===== src/rtl/tone_generator.sv =====
// Square-wave tone generator: period counter driven by a divider latched at period
// boundaries, volume-scaled sample, and a 256-cycle-frame PWM encoder for the speaker pin.
module tone_generator #(
  parameter int DIV_W = 16,
  parameter int PWM_W = 8
) (
  input  logic             hz12M,
  input  logic             reset,
  input  logic             en,
  input  logic [DIV_W-1:0] divider,
  input  logic [3:0]       volume,
  output logic             wave,
  output logic [PWM_W-1:0] sample,
  output logic             pwm,
  output logic             period_tick,
  output logic             busy
);

  typedef enum logic {IDLE, RUN} state_t;

  state_t           state;
  logic [DIV_W-1:0] cnt;
  logic [DIV_W-1:0] div_q;
  logic [PWM_W-1:0] pwm_cnt;
  logic [PWM_W-1:0] duty_q;

  logic             start;
  logic             wrap;
  logic [DIV_W-1:0] last_cnt;
  logic [DIV_W-1:0] half_div;

  assign start    = en && (divider >= DIV_W'(2));
  assign last_cnt = div_q - DIV_W'(1);
  assign half_div = div_q >> 1;
  assign wrap     = (state == RUN) && (cnt == last_cnt);

  // Outputs decode registers only, so an input glitch can never reach wave mid-period.
  assign busy        = (state == RUN);
  assign wave        = busy && (cnt < half_div);
  assign period_tick = wrap;
  assign sample      = wave ? {volume, volume} : '0;
  assign pwm         = (pwm_cnt < duty_q);

  always_ff @(posedge hz12M) begin
    if (reset) begin
      state <= IDLE;
      cnt   <= '0;
      div_q <= '0;
    end else begin
      case (state)
        IDLE: begin
          cnt <= '0;
          if (start) begin
            div_q <= divider;
            state <= RUN;
          end
        end
        RUN: begin
          if (wrap) begin
            cnt <= '0;
            if (start) div_q <= divider;
            else       state <= IDLE;
          end else begin
            cnt <= cnt + DIV_W'(1);
          end
        end
        default: state <= IDLE;
      endcase
    end
  end

  // Duty is captured only at the last cycle of a frame so each frame is a clean PWM period.
  always_ff @(posedge hz12M) begin
    if (reset) begin
      pwm_cnt <= '0;
      duty_q  <= '0;
    end else begin
      pwm_cnt <= pwm_cnt + PWM_W'(1);
      if (pwm_cnt == {PWM_W{1'b1}}) duty_q <= sample;
    end
  end

endmodule


===== config.mk =====
export PLATFORM = sky130hd
export DESIGN_NAME = tone_generator
export DESIGN_NICKNAME = d
export VERILOG_FILES = /design/src/rtl/tone_generator.sv
export SDC_FILE = /design/constraint.sdc
export NUM_CORES = 1
export LEC_CHECK = 0
export CAP_MARGIN = 20
export CORE_MARGIN = 2
export CORE_UTILIZATION = 45
export CTS_BUF_LIST = sky130_fd_sc_hd__clkbuf_4
export DETAILED_ROUTE_END_ITERATION = 10
export GPL_TIMING_DRIVEN = 1
export PLACE_DENSITY = 0.66
export SLEW_MARGIN = 0
export SYNTH_ARGS = -nofsm -noshare
export SYNTH_HDL_FRONTEND = slang
export SYNTH_SLANG_ARGS = --single-unit

===== constraint.sdc =====
create_clock -name hz12M -period 4.03 [get_ports hz12M]
set_clock_uncertainty 0.2 [all_clocks]
set_input_delay 0.806 -clock hz12M [delete_from_list [all_inputs] [get_ports hz12M]]
set_output_delay 0.806 -clock hz12M [all_outputs]
set_load 0.02 [all_outputs]

Word level (Yosys, flattened, before mapping)
Cells that the tools add are included.

Add/subtract/negate cells: 3. $lt $le $gt $ge: 3. Equal/unequal tests: 3. Multiplexer cells: 9. Bitwise gates (word level): 1. Reduce and logical (&&, ||, !) cells: 3.

Operators by type and width (count): 16-bit case mux with 2 select lines (2); 16-bit 2-to-1 mux (3); 16-bit by 1-bit adder with 16-bit output, second input constant (1); 16-bit == test (1); 16-bit by 2-bit >= comparator with 1-bit output, second input constant (1); 16-bit by 15-bit less-than comparator with 1-bit output (1); 16-bit by 1-bit subtractor with 16-bit output, second input constant (1); 8-bit by 1-bit adder with 8-bit output, second input constant (1); 8-bit == test, second input constant (1); 8-bit less-than comparator (1); 8-bit 2-to-1 mux (1); 1-bit logical AND (3); 1-bit 2-to-1 mux (2); 2-bit != test, second input constant (1); 1-bit case mux with 2 select lines (1); 1-bit NOT (1).

Bits in registers: 49. Input port bits: 23. Output and inout port bits: 12. Word-level logic and storage cells: 27.

Longest topological paths before layout
Word-level depth: 5. Gate-level depth with buffers: 11. Gate-level depth less buffers: 9.

Least setup slack after synthesis
Ideal clock, no wire load.

Path type: reg-to-output. Start: reg div_q[14]. End: out sample[4]. Arrival time: 2.790 ns. Data required time: 3.024 ns. Path slack: 0.234 ns. Cell stages (with the launch flop): 9. Path buffers: 1. Path through: dfxtp_1 > inv_1 > ha_1 > a21oi_1 > o211ai_1 > or4_1 > o41ai_2 > and2_1 > buf_4.

Word-level cells in the longest chain between the ends: 3.

RTL lines: start: declaration (RTL line 23) `logic [DIV_W-1:0] div_q;`; start signal: assignment (RTL line 54) `div_q <= divider;`; start signal: assignment (RTL line 61) `if (start) div_q <= divider;`; 16-bit by 15-bit less-than comparator with 1-bit output (RTL line 39) `assign wave = busy && (cnt < half_div);`; 1-bit logical AND (RTL line 39); net wave (RTL line 12) `output logic wave,`; 8-bit 2-to-1 mux (RTL line 41) `assign sample = wave ? {volume, volume} : '0;`; end: declaration (RTL line 13) `output logic [PWM_W-1:0] sample,`.

The timed path passes the listed nets, and every way through them passes these cells.

Final worst setup path
Start: reg div_q[14]. End: out sample[5].

Word-level cells in the longest chain between the ends: 3.

RTL lines (RTL line): 16-bit by 15-bit less-than comparator with 1-bit output (39); 1-bit logical AND (39); 8-bit 2-to-1 mux (41).

No other way between the ends.

==> metrics.txt <==
Max FO, Critical Path 4; kind of cell adding the most delay to the critical path simple AND/OR/NAND/NOR gates; crit-path max cell delay between 0.5 and 0.6 ns; Slowest cell on crit path or4_1; peak supply drop 0.000155 V; Routed WL around 8.6 mm; DR iter-0 viols 205; Area Overhead vs Synth 15.7%; H-tree Lvls 2; Avg WL per Cell 16.2 um; reg2reg setup slack 0.82 ns; routed vias/inst 5.71; status completed; Critical Path AT 2.88 ns; synth cell count leaders dfxtp_1 (45), nor2_1 (32), a21oi_1 (28), ha_1 (24), inv_1 (23); IO Port Bufs 34; RSZ-0062 raised after global routing true; area leader, netlist dfxtp_1; synthesized flop and latch total 45; clk_lat worst skew ~0.37 ns; CP cell instances inv_1 -> ha_1 -> a21oi_1 -> o211ai_1 -> or4_1 -> o41ai_4 -> and2_1 -> dlygate4sd2_1; utilization after layout 0.536; Pre-Repair DR Iteration Count 4; minimum clock period 3.89 ns; min-delay worst type reg -> reg; endpoint class of the critical path output pin; Hold Vio Cnt, Final 0; All-Layer GR Usage 0.219; Pwr per Cell Area 283 mW/mm2; total CTS buffers 5; drt drc 0; Final setup viols 0; DP Area 0.00378 mm2; Hold Worst Slack 0.282 ns; ys flop type dfxtp_1; clock sink total 45; synth warn 0; vias in the first global route 3023; Mapped Avg Cell Area 8.42 um2; core area just over 0.007 mm2; # rows 31; share of cells above drive strength 1 0.109; ys async rst share 0; GPL Wtd Cong between 0.9 and 1; Slew @ Worst Pin ~0.8 ns; Die ar. 0.00813 mm2; die extent in y 90.2 um; CTS root buf clkbuf_4; Buf/Inv on CP 2; instance count of the mapped netlist 397; first-pass GRT wire length 14.7 mm; Bufs on Longest Clock Path 2; io pins 35; Post-Synth Simple-Gate Area 0.245; xor/xnor share of the synthesized area 0.0917; post-synthesis compound-gate area fraction 0.223; synth unique cells 53; DR vias 3040; final number of max-transition violations 0; Fill cells ~700; Max-Cap Viols 0; Pleak 1.44 nW; GRT overflow 0; Synth Area in Adders 0.0928; fmax 257 MHz; period utilization 0.965; clock tree from TritonCTS done; Design Area, Final 0.00387 mm2; Initial Util 0.463; initial antenna violation count 0; # diodes 0; synthesized cell area 0.00334 mm2; CP Class reg -> out; Rel. slew slack 0.467; synth top area cells dfxtp_1 (27%), ha_1 (9.0%), xnor2_1 (5.2%); CTS clk-pin slew, worst paths 0.16 ns; Post-synth EDFFs 0; DIE WIDTH about 90 um; combinational family with the most area after synthesis simple AND/OR/NAND/NOR gates; syn nets 444; Pwr Total 1.10 mW; kind of start point of the critical path flop; Seq/Total Area, Yosys 0.270; Worst EP required 3.02 ns; DP HPWL 6.52 mm; mux cell area share after synthesis 0; largest net degree at the start of global routing 31; most numerous cell in the Yosys netlist dfxtp_1; Layout Nets 479; Final ANT Viol Nets 0; area fraction of the dominant cell type after synthesis 0.270
-- sequential cells by signal, summed over array words and instances, names as in the netlist --
signal   flops
pwm_cnt      8
busy         1
duty_q       4
cnt         16
div_q       16
-- cells by family after synthesis --
family                   after synthesis
AO/OA/AOI/OAI                         98
XOR/XNOR                              35
adder cells (fa/ha/maj)               25
buffers and inverters                 52
flip-flops                            45
AND/OR/NAND/NOR                      142
-- per-stage QoR --
step	setup TNS [ns]	instances	setup slack [ns]
final	0	532	0.140
after global routing	-0.0434	532	-0.0236
after CTS	0	531	0.0688
after detailed placement	0	521	0.157
after global placement	0	521	0.240
after floorplan	0	397	0.234
-- worst register-to-register path: cells and delay by family (launching register included) --
kind                     cells  cell delay (ns)
AO/OA/AOI/OAI                4             0.88
buffers and inverters        4             0.82
AND/OR/NAND/NOR              3             0.63
flip-flops                   1             0.39
adder cells (fa/ha/maj)      1             0.24
-- metal layers --
metal | vias up | GRT usage | part of all wire
met1 | 1440 | 0.289 | 0.46
met3 | 6 | 0.0335 | 0.040
met2 | 63 | 0.380 | 0.49
met4 | 0 | 0.0449 | 0.0072
li1 | 1531 | - | -
met5 | - | 0 | 0
-- worst paths after layout --
kind | startpoint | to | depth (start not counted)
max reg2reg | div_q[1]$_SDFFE_PP0P_ | div_q[13]$_SDFFE_PP0P_ | 12
min | pwm_cnt[0]$_SDFF_PP0_ | pwm_cnt[0]$_SDFF_PP0_ | 1
max | div_q[14]$_SDFFE_PP0P_ | sample[5] | 8
min reg2reg | pwm_cnt[0]$_SDFF_PP0_ | pwm_cnt[0]$_SDFF_PP0_ | 1
-- timing repair --
| action | in CTS | in global routing |
|---|---|---|
| gates resized for setup | 11 | 16 |
| hold buffers | 0 | 0 |
| setup buffers | 2 | 1 |
| setup endpoints to repair | 10 | 10 |
-- power breakdown --
part | internal [mW] | total [mW] | switching (mW)
combinational | 0.148 | 0.320 | 0.172
sequential | 0.460 | 0.480 | 0.0198
clock | 0.132 | 0.295 | 0.163
-- cells in the final DEF, fill, tap and decap left out, drive strengths merged, types with 4 or more instances in the layout --
cell            n
a211o           4
a211oi         17
a21o            6
a21oi          28
a311o          16
a32o            4
and2            7
and3            6
and4            4
buf            23
clkbuf         12
clkdlybuf4s50  24
dfxtp          45
ha             24
inv            23
nand2          15
nand2b          4
nand3          11
nand4           8
nor2           32
nor2b           6
nor3           22
nor3b          15
nor4            5
o21ai           6
xnor2          20
xor2           15
-- cell type report --
cell class                      instances  area (um2)  share of cell area
Tap cell                               99         124              0.0320
Multi-Input combinational cell        300        2200               0.568
Inverter                               23        86.3              0.0223
Timing Repair Buffer                   57         475               0.123
Clock inverter                          3        46.3              0.0120
Clock buffer                            5        37.5             0.00971
Sequential cell                        45         901               0.233
(Power assumes the default switching activity.)
